==> src/rtl/muldiv_pkg.sv <==
// Shared encodings for the HI/LO multiply/divide unit.
package muldiv_pkg;

  localparam int XLEN_DEF  = 32;
  localparam int CNT_W_DEF = 5;

  typedef enum logic [2:0] {
    OP_NOP   = 3'd0,
    OP_MULTU = 3'd1,
    OP_DIVU  = 3'd2,
    OP_MFHI  = 3'd3,
    OP_MFLO  = 3'd4,
    OP_MTHI  = 3'd5,
    OP_MTLO  = 3'd6,
    OP_RSVD  = 3'd7
  } op_e;

  typedef enum logic [1:0] {
    ST_IDLE = 2'd0,
    ST_MUL  = 2'd1,
    ST_DIV  = 2'd2
  } state_e;

endpackage

==> src/rtl/hilo_iter_core.sv <==
// One-bit-per-cycle datapath: right-shift shift-add multiply and restoring divide.
// o_hi/o_lo present the accumulator value that the current step will produce.
module hilo_iter_core
  import muldiv_pkg::*;
#(
  parameter int XLEN  = XLEN_DEF,
  parameter int CNT_W = CNT_W_DEF
) (
  input  logic            clk,
  input  logic            reset,
  input  logic            i_start,
  input  logic            i_start_div,
  input  logic            i_run,
  input  logic [XLEN-1:0] i_a,
  input  logic [XLEN-1:0] i_b,
  output logic            o_last,
  output logic [XLEN-1:0] o_hi,
  output logic [XLEN-1:0] o_lo
);

  logic [2*XLEN-1:0] r_acc;
  logic [XLEN-1:0]   r_mcand;
  logic [XLEN-1:0]   r_opb;
  logic              r_div;
  logic [CNT_W-1:0]  r_cnt;

  logic [XLEN:0]     w_mul_sum;
  logic [2*XLEN-1:0] w_mul_next;
  logic [XLEN:0]     w_rem_sh;
  logic              w_ge;
  logic [XLEN-1:0]   w_rem_sub;
  logic [2*XLEN-1:0] w_div_next;
  logic [2*XLEN-1:0] w_acc_next;

  // Multiply: add multiplicand into the upper half, then shift the whole product right
  assign w_mul_sum  = {1'b0, r_acc[2*XLEN-1:XLEN]} + (r_opb[0] ? {1'b0, r_mcand} : '0);
  assign w_mul_next = {w_mul_sum, r_acc[XLEN-1:1]};

  // Divide: upper half is the remainder, lower half shifts dividend out and quotient in
  assign w_rem_sh   = {r_acc[2*XLEN-1:XLEN], r_acc[XLEN-1]};
  assign w_ge       = (w_rem_sh >= {1'b0, r_opb});
  assign w_rem_sub  = w_rem_sh[XLEN-1:0] - r_opb;
  assign w_div_next = {(w_ge ? w_rem_sub : w_rem_sh[XLEN-1:0]), r_acc[XLEN-2:0], w_ge};

  assign w_acc_next = r_div ? w_div_next : w_mul_next;

  assign o_last = i_run && (r_cnt == CNT_W'(XLEN - 1));
  assign o_hi   = w_acc_next[2*XLEN-1:XLEN];
  assign o_lo   = w_acc_next[XLEN-1:0];

  always_ff @(posedge clk) begin
    if (reset) begin
      r_acc   <= '0;
      r_mcand <= '0;
      r_opb   <= '0;
      r_div   <= 1'b0;
      r_cnt   <= '0;
    end else if (i_start) begin
      r_acc   <= i_start_div ? {{XLEN{1'b0}}, i_a} : '0;
      r_mcand <= i_a;
      r_opb   <= i_b;
      r_div   <= i_start_div;
      r_cnt   <= '0;
    end else if (i_run) begin
      r_acc <= w_acc_next;
      r_cnt <= r_cnt + CNT_W'(1);
      if (!r_div) begin
        r_opb <= r_opb >> 1;
      end
    end
  end

endmodule

==> src/rtl/hilo_muldiv_unit.sv <==
// HI/LO register pair with iterative MULTU/DIVU and the core stall interlock.
//   state   | meaning
//   ST_IDLE | no operation in flight; MF/MT served, MULTU/DIVU accepted
//   ST_MUL  | shift-add multiply iterating, busy
//   ST_DIV  | restoring divide iterating, busy
module hilo_muldiv_unit
  import muldiv_pkg::*;
#(
  parameter int XLEN  = XLEN_DEF,
  parameter int CNT_W = CNT_W_DEF
) (
  input  logic            clk,
  input  logic            reset,
  input  logic            op_valid,
  input  logic [2:0]      op,
  input  logic [XLEN-1:0] a,
  input  logic [XLEN-1:0] b,
  output logic            stall,
  output logic            busy,
  output logic            done,
  output logic [XLEN-1:0] result
);

  state_e          r_state;
  state_e          w_state_next;
  logic [XLEN-1:0] r_hi;
  logic [XLEN-1:0] r_lo;
  logic            r_done;

  op_e             w_op;
  logic            w_busy;
  logic            w_real_op;
  logic            w_accept;
  logic            w_start_div;
  logic            w_last;
  logic [XLEN-1:0] w_core_hi;
  logic [XLEN-1:0] w_core_lo;

  assign w_op        = op_e'(op);
  assign w_busy      = (r_state != ST_IDLE);
  assign w_real_op   = op_valid && (w_op != OP_NOP) && (w_op != OP_RSVD);
  assign w_accept    = op_valid && !w_busy && ((w_op == OP_MULTU) || (w_op == OP_DIVU));
  assign w_start_div = (w_op == OP_DIVU);

  hilo_iter_core #(
    .XLEN  (XLEN),
    .CNT_W (CNT_W)
  ) u_core (
    .clk         (clk),
    .reset       (reset),
    .i_start     (w_accept),
    .i_start_div (w_start_div),
    .i_run       (w_busy),
    .i_a         (a),
    .i_b         (b),
    .o_last      (w_last),
    .o_hi        (w_core_hi),
    .o_lo        (w_core_lo)
  );

  always_ff @(posedge clk) begin
    if (reset) begin
      r_state <= ST_IDLE;
    end else begin
      r_state <= w_state_next;
    end
  end

  always_comb begin
    w_state_next = r_state;
    case (r_state)
      ST_IDLE: begin
        if (w_accept) begin
          w_state_next = w_start_div ? ST_DIV : ST_MUL;
        end
      end
      ST_MUL, ST_DIV: begin
        if (w_last) begin
          w_state_next = ST_IDLE;
        end
      end
      default: w_state_next = ST_IDLE;
    endcase
  end

  // Completion writes only happen while busy and MT writes only while idle, so they never collide
  always_ff @(posedge clk) begin
    if (reset) begin
      r_hi   <= '0;
      r_lo   <= '0;
      r_done <= 1'b0;
    end else begin
      r_done <= w_last;
      if (w_last) begin
        r_hi <= w_core_hi;
        r_lo <= w_core_lo;
      end else if (op_valid && !w_busy) begin
        if (w_op == OP_MTHI) begin
          r_hi <= a;
        end
        if (w_op == OP_MTLO) begin
          r_lo <= a;
        end
      end
    end
  end

  always_comb begin
    result = '0;
    if (op_valid && (w_op == OP_MFHI)) begin
      result = r_hi;
    end else if (op_valid && (w_op == OP_MFLO)) begin
      result = r_lo;
    end
  end

  assign stall = w_real_op && w_busy;
  assign busy  = w_busy;
  assign done  = r_done;

endmodule

==> config.mk <==
export PLATFORM = sky130hd
export DESIGN_NAME = hilo_muldiv_unit
export DESIGN_NICKNAME = d
export VERILOG_FILES = /design/src/rtl/muldiv_pkg.sv /design/src/rtl/hilo_iter_core.sv /design/src/rtl/hilo_muldiv_unit.sv
export SDC_FILE = /design/constraint.sdc
export NUM_CORES = 1
export LEC_CHECK = 0
export CAP_MARGIN = 10
export CORE_MARGIN = 2
export CORE_UTILIZATION = 40
export CTS_BUF_LIST = sky130_fd_sc_hd__clkbuf_2 sky130_fd_sc_hd__clkbuf_4 sky130_fd_sc_hd__clkbuf_8
export DETAILED_ROUTE_END_ITERATION = 8
export PLACE_DENSITY = 0.65
export SLEW_MARGIN = 15
export SYNTH_ARGS = -nofsm -noshare
export SYNTH_HDL_FRONTEND = slang
export SYNTH_SLANG_ARGS = --single-unit
export TNS_END_PERCENT = 5
==> constraint.sdc <==
create_clock -name clk -period 4.1 [get_ports clk]
set_input_delay 0.615 -clock clk [delete_from_list [all_inputs] [get_ports clk]]
set_output_delay 0.615 -clock clk [all_outputs]
set_load 0.01 [all_outputs]
==> summary.txt <==
Floorplan
  • Die Span Y: 186.2 µm
  • Total core area: 0.03262 mm²
  • Die W: 186.2 µm
  • Initial Util: 40.71%
  • Die Area: 0.03467 mm²
  • IO Pins: 105
  • Row cnt: 66

Clocking
  • Clock Path Buffers: 3
  • Clock latency on the worst-skew pair: 540 ps
  • H-Tree Depth: 2
  • Root Driver: clkbuf_8
  • Post-CTS sizing: 0
  • Cts hold-fix bufs: 0
  • Postcts setup bufs: 0
  • Clk pin slew, worst setup/hold paths: 50 ps
  • CTS sink cnt: 201
  • CTS tree: yes
  • Total CTS buffers: 38

Timing
  • Fmax: 279.3 MHz
  • RSZ-0062 raised after global routing: no
  • Fin. max-slew vios: 0
  • Final Skew: 16.65 ps
  • Final Hold Viols: 0
  • Worst slew pin tran: 1132 ps
  • Setup violators final: 0
  • Slew HR: 24.25%
  • Fin worst setup slack: 519.9 ps
  • Final TNS setup: 0 ps
  • Tcrit/Tclk final: 87.32%
  • Min Tclk post-route: 3580 ps

Worst setup path
  • CP Capture Type: flop
  • FF-to-FF End: u_core.r_acc[56]
  • Critical path type: flop to flop
  • Crit-path max FO: 9
  • CP required: 4520 ps
  • Flop2flop setup slack: 520 ps
  • R2R cell count: 13
  • Slowest cell on crit path: o41ai_2
  • Crit-path max cell delay: 470 ps
  • Worst r2r src: u_core.r_opb[0]
  • CP arrival: 4000 ps
  • Startpoint types: flop
  • Cell Chain, Critical Path: ha_1, inv_1, fa_1, a21oi_1, o211ai_1, o41ai_2, nor3_1, or3_1, a31oi_1, xnor2_1, o211ai_2, o311ai_1, a22o_1

Yosys
  • Post-Syn Area: 0.01328 mm²
  • Warnings from Yosys: 0
  • Post-synth ARST share: 0%
  • Synth top area share: 30.31%
  • Count leader, synth: nand2_1
  • Yosys reg bits: 201
  • Area contributors post-synth: dfxtp_1 (30%), nand2_1 (6.9%), ha_1 (6.3%), nor2_1 (5.3%), a21oi_1 (5.2%)
  • Post-synth top cells: nand2_1 (243), dfxtp_1 (201), nor2_1 (186), a21oi_1 (139), clkbuf_1 (99)
  • Synth cell types: 74
  • Mean post-synth cell area: 7.810 µm²
  • Top_reg_cell synth: dfxtp_1
  • Largest area contributor in the netlist: dfxtp_1
  • Post-synth EDFFs: 0
  • Net Count, Synth: 1839
  • Post-synthesis sequential area ratio: 30.31%
  • Gate Count Post-Synth: 1700

Global route
  • Initial antenna violation count: 0
  • Vias in the first global route: 11.98k
  • First-pass GRT wire length: 64250 µm
  • Gr usage total: 23.20%
  • Largest net degree at the start of global routing: 118
  • GRT overflow: 0

Drt
  • DRT iter0 DRCs: 704
  • Via count: 12.33k
  • DRT Wirelength: 40110 µm
  • Routed len/inst: 18.20 µm
  • Via density: 5.596
  • DR pass1 iterations: 5
  • DR DRC count: 0
  • Antenna Nets Post-Route: 0

Final layout
  • Final std cell area, no fill: 0.01532 mm²
  • FILL cells: 3261
  • Sequential Area: 0.004028 mm²
  • Multi-input logic area: 0.008569 mm²
  • Ant diodes: 0
  • Final-stage net count: 1880
  • Area grow syn2layout: 15.42%
  • Share of cells above drive strength 1: 9.932%
  • Core Util, Final: 46.98%

Job
  • Max_cap viols: 0

Worst hold path
  • WHS Path Cells: 2
  • Hold EP: u_core.r_mcand[30]
  • Hold WC Path Type: flop to flop
  • Hold path start: u_core.r_mcand[30]

Pwr
  • LEAKAGE: 6.346 nW
  • Maximum VDD drop: 240.8 µV
  • Pwr Total: 0.005441 W
  • P per Cell Area: 355.1 mW/mm²

Place
  • Placer congestion estimate: 0.8792
  • Placed cell areas: 0.01458 mm²
  • Dpl hpwl: 28970 µm
  • Dpl ws: 559.5 ps
  • Port bufs: 104

Outcome
  • Status: finished, final reports clean
layout make-up:
| type | instances | share of cell area (%) |
|---|---|---|
| flip-flops and latches | 201 | 26.28 |
| multi-input cells | 1320 | 55.92 |
| repair buffers | 128 | 8.058 |
| clock buffers | 54 | 4.564 |
| clock inverters | 7 | 0.2939 |
| inverters | 52 | 1.274 |
| well taps | 442 | 3.609 |
worst max-delay path: cells and delay by family (launching register included):
kind	cells	cell delay [ps]
buffers and inverters	1	70
AND/OR/NAND/NOR	2	440
adder cells (fa/ha/maj)	2	660
AO/OA/AOI/OAI	7	1730
XOR/XNOR	1	110
flip-flops	1	440
power breakdown:
group | internal (W) | switching [W] | total (W)
clock | 0.00109 | 0.000884 | 0.00198
sequential | 0.00207 | 0.0000939 | 0.00216
combinational | 0.000539 | 0.000764 | 0.00130
state kept, by name, summed over array words and instances (netlist names):
signal / flops
u_core.r_mcand: 32
r_hi: 32
u_core.r_div: 1
done: 1
u_core.r_opb: 32
u_core.r_cnt: 5
r_lo: 32
u_core.r_acc: 64
r_state: 2
cells by family after synthesis:
group / count (synthesis) / synth area share [%]
and+or+nand+nor: 570 / 18.75
AOI/OAI and AO/OA: 512 / 26.21
DFF: 201 / 30.31
buffers and inverters: 179 / 5.475
muxes: 111 / 8.820
adders and majority gates: 69 / 6.615
xor gates and xnor gates: 58 / 3.826
metrics by stage:
| step | hold slack (ps) | instances |
|---|---|---|
| floorplan | 431.7 | 1700 |
| global placement | 440.5 | 2143 |
| detailed placement | 445.1 | 2143 |
| CTS | 453.3 | 2204 |
| global route | 471.4 | 2204 |
| finish | 451.0 | 2204 |
worst max-delay path by stage:
stage	start	endpoint	slack (ps)	cells past startpoint
floorplan	u_core.r_opb[0]	r_hi[27]	980	15
global placement	u_core.r_opb[0]	r_hi[24]	560	13
detailed placement	op[1]	u_core.r_acc[31]	560	6
CTS	u_core.r_opb[0]	u_core.r_acc[56]	540	13
global route	u_core.r_opb[0]	u_core.r_acc[62]	200	13
finish	u_core.r_opb[0]	u_core.r_acc[56]	520	13
placed cells by master (no fill, tap or decap), types with 4 or more instances in the layout:
cell	n
a211oi_1	81
a211oi_2	7
a21o_1	26
a21oi_1	139
a22o_1	43
a311oi_1	34
a31oi_1	12
and2_1	33
and3_1	7
buf_4	23
clkbuf_4	7
clkbuf_8	47
clkdlybuf4s50_1	103
clkinv_2	4
dfxtp_1	200
ha_1	67
inv_1	52
mux2_2	44
mux2i_1	66
nand2_1	241
nand2b_1	9
nand3_1	17
nand4_1	13
nor2_1	186
nor2b_1	13
nor3_1	20
nor4_1	5
o211ai_1	10
o21a_1	8
o21ai_0	88
o21ai_1	14
o21bai_1	4
or3_1	4
xnor2_1	35
xor2_1	23
layer usage:
metal  part of all wire (%)  vias to the layer above  track usage (%)
met5                      0                        -                0
li1                       -                     6165                -
met2                     50                      225            41.92
met4                    2.3                        0            6.520
met1                     45                     5885            29.04
met3                    3.4                       59            2.726
Power figures use the tool's default switching activity.
